File: config.mk
export PLATFORM = sky130hd
export DESIGN_NAME = ofs_pcie_ss_tx_arb
export DESIGN_NICKNAME = d
export VERILOG_FILES = /design/src/rtl/ofs_pcie_ss_tx_arb.sv
export SDC_FILE = /design/constraint.sdc
export NUM_CORES = 1
export LEC_CHECK = 0
export ABC_CLOCK_PERIOD_IN_PS = 2110
export CORE_AREA = 8 8 656 658
export CTS_CLUSTER_DIAMETER = 120
export CTS_CLUSTER_SIZE = 16
export DETAILED_ROUTE_END_ITERATION = 10
export DIE_AREA = 0 0 664 666
export GPL_ROUTABILITY_DRIVEN = 0
export GPL_TIMING_DRIVEN = 0
export PLACE_DENSITY_LB_ADDON = 0.25
export SYNTH_ARGS = -nofsm -noshare
export SYNTH_HDL_FRONTEND = slang
export SYNTH_SLANG_ARGS = --single-unit
File: constraint.sdc
create_clock -name clk -period 2.11 [get_ports clk]
set_input_delay 0.5275 -clock clk [delete_from_list [all_inputs] [get_ports clk]]
set_output_delay 0.5275 -clock clk [all_outputs]
set_load 0.03 [all_outputs]
File: src/rtl/ofs_pcie_ss_tx_arb.sv
// ofs_pcie_ss_tx_arb
//   Packet-atomic, round-robin merge of two AXI-S TX requesters (A, B) onto a
//   single PCIe SS TX stream. The output is a zero-latency mux of the granted
//   source. A packet whose first beat carries the store-commit bit
//   (tuser[TUSER_WIDTH-1]) also produces one entry on the local commit stream
//   once its tlast beat has been accepted.
//   Build option OFS_PCIE_SS_TX_ARB_COMMIT_EN: when defined, the commit FIFO and
//   slot reservation are built. When undefined, the cmt_* outputs are tied low,
//   cmt_ready is ignored and the commit bit has no effect on arbitration.
//   TDATA_WIDTH must be >= 128. COMMIT_DEPTH must be a power of 2 and >= 2.
module ofs_pcie_ss_tx_arb #(
    parameter int TDATA_WIDTH  = 512,
    parameter int TUSER_WIDTH  = 10,
    parameter int COMMIT_DEPTH = 4
) (
    input  logic                   clk,
    input  logic                   rst_n,
    input  logic                   a_tvalid,
    output logic                   a_tready,
    input  logic                   a_tlast,
    input  logic [TDATA_WIDTH-1:0] a_tdata,
    input  logic [TUSER_WIDTH-1:0] a_tuser,
    input  logic                   b_tvalid,
    output logic                   b_tready,
    input  logic                   b_tlast,
    input  logic [TDATA_WIDTH-1:0] b_tdata,
    input  logic [TUSER_WIDTH-1:0] b_tuser,
    output logic                   o_tvalid,
    input  logic                   o_tready,
    output logic                   o_tlast,
    output logic [TDATA_WIDTH-1:0] o_tdata,
    output logic [TUSER_WIDTH-1:0] o_tuser,
    output logic                   cmt_valid,
    input  logic                   cmt_ready,
    output logic                   cmt_chan,
    output logic [127:0]           cmt_hdr
);
    typedef enum logic [1:0] {IDLE, LOCK_A, LOCK_B} state_t;
    localparam int CMT_BIT = TUSER_WIDTH - 1;

    state_t state_q, state_d;
    logic   prio_q, prio_d;          // source favoured on a tie: 0 = A, 1 = B
    logic   hold_q, hold_d;          // an IDLE offer stalled last cycle
    logic   hold_src_q, hold_src_d;  // ... and which source it came from

    logic [1:0] src_tvalid, src_cmt, elig;
    logic       slot_ok;
    logic       sel_src, sel_act, sel_vld;
    logic       sel_tlast;
    logic [TDATA_WIDTH-1:0] sel_tdata;
    logic [TUSER_WIDTH-1:0] sel_tuser;
    logic       accept, first_acc, last_acc;

    assign src_tvalid = {b_tvalid, a_tvalid};
    assign src_cmt    = {b_tuser[CMT_BIT], a_tuser[CMT_BIT]};

    // A source may win IDLE arbitration only if its commit (if requested) has a slot.
    for (genvar gi = 0; gi < 2; gi++) begin : g_elig
        assign elig[gi] = src_tvalid[gi] & (~src_cmt[gi] | slot_ok);
    end

    // Grant selection: locked source mid-packet, otherwise round-robin among eligible.
    always_comb begin
        sel_src = 1'b0;
        sel_act = 1'b0;
        case (state_q)
            LOCK_A: begin
                sel_src = 1'b0;
                sel_act = 1'b1;
            end
            LOCK_B: begin
                sel_src = 1'b1;
                sel_act = 1'b1;
            end
            default: begin
                sel_act = elig[0] | elig[1];
                // A stalled offer keeps its source so the beat stays stable.
                if (hold_q)
                    sel_src = hold_src_q;
                else if (elig[0] && elig[1])
                    sel_src = prio_q;
                else
                    sel_src = ~elig[0];
            end
        endcase
    end

    assign sel_vld   = sel_act & (sel_src ? b_tvalid : a_tvalid);
    assign sel_tlast = sel_src ? b_tlast : a_tlast;
    assign sel_tdata = sel_src ? b_tdata : a_tdata;
    assign sel_tuser = sel_src ? b_tuser : a_tuser;

    // Output and handshakes are forced low while reset is asserted.
    assign o_tvalid = rst_n & sel_vld;
    assign o_tlast  = rst_n & sel_vld & sel_tlast;
    assign o_tdata  = rst_n ? sel_tdata : '0;
    assign o_tuser  = rst_n ? sel_tuser : '0;
    assign a_tready = rst_n & o_tready & sel_act & ~sel_src;
    assign b_tready = rst_n & o_tready & sel_act & sel_src;

    assign accept    = o_tvalid & o_tready;
    assign first_acc = accept & (state_q == IDLE);
    assign last_acc  = accept & sel_tlast;

    // Next state: lock on a multi-beat first beat, release and rotate on tlast.
    always_comb begin
        state_d    = state_q;
        prio_d     = prio_q;
        hold_d     = 1'b0;
        hold_src_d = hold_src_q;
        if ((state_q == IDLE) && o_tvalid && !o_tready) begin
            hold_d     = 1'b1;
            hold_src_d = sel_src;
        end
        if (first_acc && !sel_tlast)
            state_d = sel_src ? LOCK_B : LOCK_A;
        if (last_acc) begin
            state_d = IDLE;
            prio_d  = ~sel_src;
        end
    end

    // Arbiter state register.
    always_ff @(posedge clk) begin
        if (!rst_n) begin
            state_q    <= IDLE;
            prio_q     <= 1'b0;
            hold_q     <= 1'b0;
            hold_src_q <= 1'b0;
        end else begin
            state_q    <= state_d;
            prio_q     <= prio_d;
            hold_q     <= hold_d;
            hold_src_q <= hold_src_d;
        end
    end

`ifdef OFS_PCIE_SS_TX_ARB_COMMIT_EN
    localparam int PTR_W = $clog2(COMMIT_DEPTH);
    localparam int CNT_W = PTR_W + 1;
    localparam int ENT_W = 129;  // {chan, hdr[127:0]}

    logic [ENT_W-1:0] mem_q [COMMIT_DEPTH];
    logic [PTR_W-1:0] wr_ptr_q, rd_ptr_q;
    logic [CNT_W-1:0] count_q;
    logic             pend_q;      // a slot is reserved by the packet in flight
    logic [ENT_W-1:0] pend_ent_q;
    logic [ENT_W-1:0] first_ent, push_ent;
    logic             cmt_req, push, pop, fifo_vld;

    // Reserved slot counts against capacity so a commit can never be dropped.
    assign slot_ok   = (count_q + CNT_W'(pend_q)) < CNT_W'(COMMIT_DEPTH);
    assign cmt_req   = sel_tuser[CMT_BIT];
    assign first_ent = {sel_src, sel_tdata[127:0]};
    // Single-beat commit packets push straight from the bus; others from the latch.
    assign push      = (first_acc & cmt_req & sel_tlast) | (last_acc & pend_q);
    assign push_ent  = pend_q ? pend_ent_q : first_ent;
    assign fifo_vld  = (count_q != '0);
    assign pop       = fifo_vld & cmt_ready;

    assign cmt_valid = rst_n & fifo_vld;
    assign cmt_chan  = cmt_valid & mem_q[rd_ptr_q][ENT_W-1];
    assign cmt_hdr   = cmt_valid ? mem_q[rd_ptr_q][127:0] : '0;

    // FIFO pointers, occupancy and reservation flag.
    always_ff @(posedge clk) begin
        if (!rst_n) begin
            wr_ptr_q <= '0;
            rd_ptr_q <= '0;
            count_q  <= '0;
            pend_q   <= 1'b0;
        end else begin
            if (push)
                wr_ptr_q <= wr_ptr_q + PTR_W'(1);
            if (pop)
                rd_ptr_q <= rd_ptr_q + PTR_W'(1);
            count_q <= count_q + CNT_W'(push) - CNT_W'(pop);
            if (first_acc && cmt_req && !sel_tlast)
                pend_q <= 1'b1;
            else if (last_acc)
                pend_q <= 1'b0;
        end
    end

    // Commit storage and first-beat header latch; contents are qualified by the flags.
    always_ff @(posedge clk) begin
        if (push)
            mem_q[wr_ptr_q] <= push_ent;
        if (first_acc)
            pend_ent_q <= first_ent;
    end
`else
    logic unused_cmt_ready;

    assign slot_ok          = 1'b1;
    assign cmt_valid        = 1'b0;
    assign cmt_chan         = 1'b0;
    assign cmt_hdr          = '0;
    assign unused_cmt_ready = cmt_ready;
`endif

endmodule

==> results by group <==
Outcome
  – Outcome: complete, but fails checks
  – Violated checks: negative setup slack

Pwr
  – Sw Ratio: 0.5975
  – Max VDD drop: 0.1737 mV
  – Clock power frac: 0.016
  – Sequential share of power: 0.005
  – Switching power total: around 12000 µW
  – Logic gate share of total power: 0.978
  – Leakage: around 0.017 µW
  – Design internal power: between 7000 and 8000 µW
  – P per Cell Area: about 440 nW/µm²

GRT
  – Total global routing overflow: 0
  – Largest net degree at the start of global routing: 11
  – Vias in the first global route: 22412
  – All-Layer GR Usage: 0.1477
  – Initial antenna violation count: between 150 and 200
  – First-pass GRT wire length: roughly 390 mm

Clock network
  – H-tree depth: 1
  – CTS tree: yes
  – Number of buffers on the longest clock path: 2
  – Root buffer cell: clkbuf_16
  – Clock slew seen by the registers of the worst setup and hold paths: approximately 0.03 ns
  – CTS sink count: 5
  – Source-to-sink clock delay at the later pin of the worst-skew pair: between 0.2 and 0.25 ns
  – Clock buffers created by TritonCTS: 3

Critical path
  – Start-to-end type of the worst setup path: in -> out
  – Data arrival, critical path: 2.53 ns
  – Critical path launch point: b_tvalid
  – Endpoint type of the worst setup path: primary output
  – Maximum fanout count along the critical path: 6
  – Setup slack, reg-to-reg: -0.29 ns
  – Worst flop-to-flop path startpoint: state_q[1]
  – Worst setup SP type: input port
  – Crit path required time: ~1.6 ns

STA
  – Remaining max-slew budget at the tightest pin: 0.5029
  – Highest achievable clock rate: approximately 0.33 GHz
  – Final Hold Fails: 0
  – Final setup violation count: 529
  – Minimum hold slack: approximately 0.53 ns
  – Worst setup margin: -0.9458 ns
  – RSZ-0062 raised after global routing: yes
  – Transition time of the tightest slew-check pin: about 0.75 ns
  – Final sum of negative setup slack: -431.96 ns
  – Min cycle time layout: roughly 3.1 ns
  – Fin crit share: 1.448
  – Slew Viols, Final: 0
  – Worst clock skew on the final layout: ~0.0013 ns

Yosys
  – Xor and xnor area share after synthesis: 0
  – Post-synthesis instance total: around 1900
  – Most area-consuming cells after synthesis: nand2_1, a21boi_1, buf_4, buf_6, clkbuf_1
  – Post-synthesis cell type with the largest combined area: nand2_1
  – Warning count from the yosys run: 0
  – Compound-gate portion of the synthesized area: 0.3889
  – Synthesized cell area: 10450 µm²
  – Simple-Gate Fraction of Synth Area: 0.3831
  – Post-synth top area share: 0.3762
  – Dominant combinational cell family by area after synthesis: compound AO/OA/AOI/OAI gates
  – Number of distinct library cell variants in the gate-level netlist after synthesis: 25
  – Synthesized area per cell: approximately 5.4 µm²
  – Adder-Cell Fraction of Synth Area: 0.002395
  – Fraction of the yosys area taken by sequential cells: 0.009581
  – Proportion of synthesized area in mux cells: 0.001078
  – Register bit total from synthesis: 5

Die
  – Floorplan die area: 442200 µm²
  – Number of top-level design ports: 1708
  – Height of the chip: between 600 and 700 µm
  – Site row count: 238
  – Placeable core region: around 420000 µm²
  – Width of the die: ~660 µm
  – Initial Utilization: 0.02492

Final layout
  – Fraction of final layout cells sized beyond drive strength 1: 0.4570
  – End-of-flow core utilization: 0.1052
  – Area growth from synthesis to layout: 322.2%
  – Final net count: around 4800
  – Final cell count without fillers: between 9000 and 10000

Placed design
  – Number of placed instances, taps included: between 9000 and 10000
  – Setup slack after placement: -3.197 ns
  – Buffers on Ports: 1574
  – Final HPWL DP: between 300 and 400 mm

Min path
  – Min-Delay Path Class: reg -> reg
  – Start point of the worst min-delay path: hold_src_q

Detailed routing
  – Number of design-rule violations left by the first detailed-router iteration: about 1200
  – Final Routed Wirelength: roughly 350 mm
  – Number of DRC violations after detailed routing: 0
  – Total iterations of the first detailed-routing run: 5
  – Per-cell routed wire length: 37.59 µm
  – Count of antenna-violating nets left after detailed routing: 0
  – Routed via count: ~21000
  – Via density: between 2 and 2.5

Flow run
  – Max Cap Viol: 0
==> cells by family (layout without fill, tap and decap cells) <==
family	Yosys count	count (layout)
adder cells (fa/ha/maj)	2	2
other	1	165
flip-flops	5	5
AO/OA/AOI/OAI	538	538
multiplexers	1	1
AND/OR/NAND/NOR	1063	1063
buffers and inverters	310	1966
==> final timing paths <==
kind / end / cells past startpoint
setup / recovery: o_tdata[149] / 10
hold reg to reg: hold_src_q / 2
setup reg to reg: state_q[1] / 11
hold / removal: hold_src_q / 2
==> power groups by stage <==
stage	Combinational [µW]	Clock (µW)	Sequential, µW
after floorplan	7580	0	104
after global placement	17200	0	105
after detailed placement	17200	0	105
after CTS	17800	322	104
after global routing	20100	333	105
final	19000	320	104
==> state kept, by name, indices dropped and copies added (netlist names) <==
name	count
prio_q	1
hold_src_q	1
state_q	2
hold_q	1
==> stage by stage <==
| stage | instance area (µm²) | power [µW] |
|---|---|---|
| 2_1_floorplan | 17420 | 7685 |
| 3_3_place_gp | 40080 | 17310 |
| 3_5_place_dp | 40130 | 17320 |
| 4_1_cts | 40700 | 18220 |
| 5_1_grt | 44040 | 20490 |
| 6_report | 44100 | 19380 |
==> layout make-up <==
class / instances / area, µm²
multi-input cells: 1734 / 15750
inverters: 3 / 23.77
fillers: 48404 / 375200
clock buffers: 4 / 78.83
diodes: 35 / 87.58
flip-flops and latches: 5 / 102.6
plain buffers: 305 / 3094
well taps: 5520 / 6907
repair buffers: 1654 / 18060
==> routing by layer <==
| layer | GRT usage | share of wire | up-vias |
|---|---|---|---|
| met5 | 0 | 0.0017 | - |
| met4 | 0.007956 | 0.019 | 92 |
| met3 | 0.1136 | 0.17 | 293 |
| met2 | 0.2653 | 0.49 | 1330 |
| met1 | 0.1394 | 0.32 | 10232 |
| li1 | - | - | 9539 |
==> layout by cell type, fill, tap and decap left out, types with 6 or more instances in the layout <==
| cell type | count |
|---|---|
| a21boi_4 | 523 |
| buf_12 | 161 |
| buf_16 | 22 |
| buf_2 | 63 |
| buf_4 | 268 |
| buf_6 | 170 |
| buf_8 | 78 |
| clkbuf_1 | 23 |
| clkbuf_16 | 23 |
| clkbuf_2 | 34 |
| clkbuf_4 | 41 |
| clkdlybuf4s15_1 | 6 |
| clkdlybuf4s15_2 | 22 |
| clkdlybuf4s50_1 | 1046 |
| conb_1 | 130 |
| diode_2 | 35 |
| nand2_1 | 780 |
| nand2_2 | 159 |
| nand2_4 | 106 |
| nand3_1 | 8 |
==> Yosys cell counts <==
| master | n |
|---|---|
| a21boi_1 | 519 |
| o31a_1 | 1 |
| nand3_1 | 8 |
| buf_2 | 31 |
| nor2b_1 | 1 |
| inv_1 | 2 |
| buf_8 | 1 |
| a211oi_1 | 2 |
| conb_1 | 1 |
| a21boi_0 | 6 |
| o31ai_4 | 1 |
| o311ai_0 | 1 |
| o21ai_0 | 3 |
| nor2_1 | 7 |
| buf_6 | 59 |
| clkbuf_1 | 60 |
| ha_1 | 2 |
| o21a_1 | 2 |
| a31o_2 | 2 |
| buf_4 | 156 |
| a211oi_4 | 1 |
| mux2_2 | 1 |
| nand2_1 | 1047 |
| dfxtp_1 | 5 |
| inv_2 | 1 |
==> what timing repair did <==
action,CTS,global route
buffers inserted,15,36
gates resized for setup,2964,1247
gates cloned,6,21
endpoints found under the hold margin,0,0
pin swaps,30,134
hold buffers,0,0
endpoints found under the setup margin,531,526
==> worst max-delay path: stages <==
cell	delay (ns)
buf_12	0.12
a211oi_4	0.28
o31a_4	0.28
buf_16	0.23
buf_16	0.21
buf_8	0.17
buf_4	0.12
nand2_4	0.05
a21boi_4	0.19
buf_12	0.17
Power figures use the tool's default switching activity.
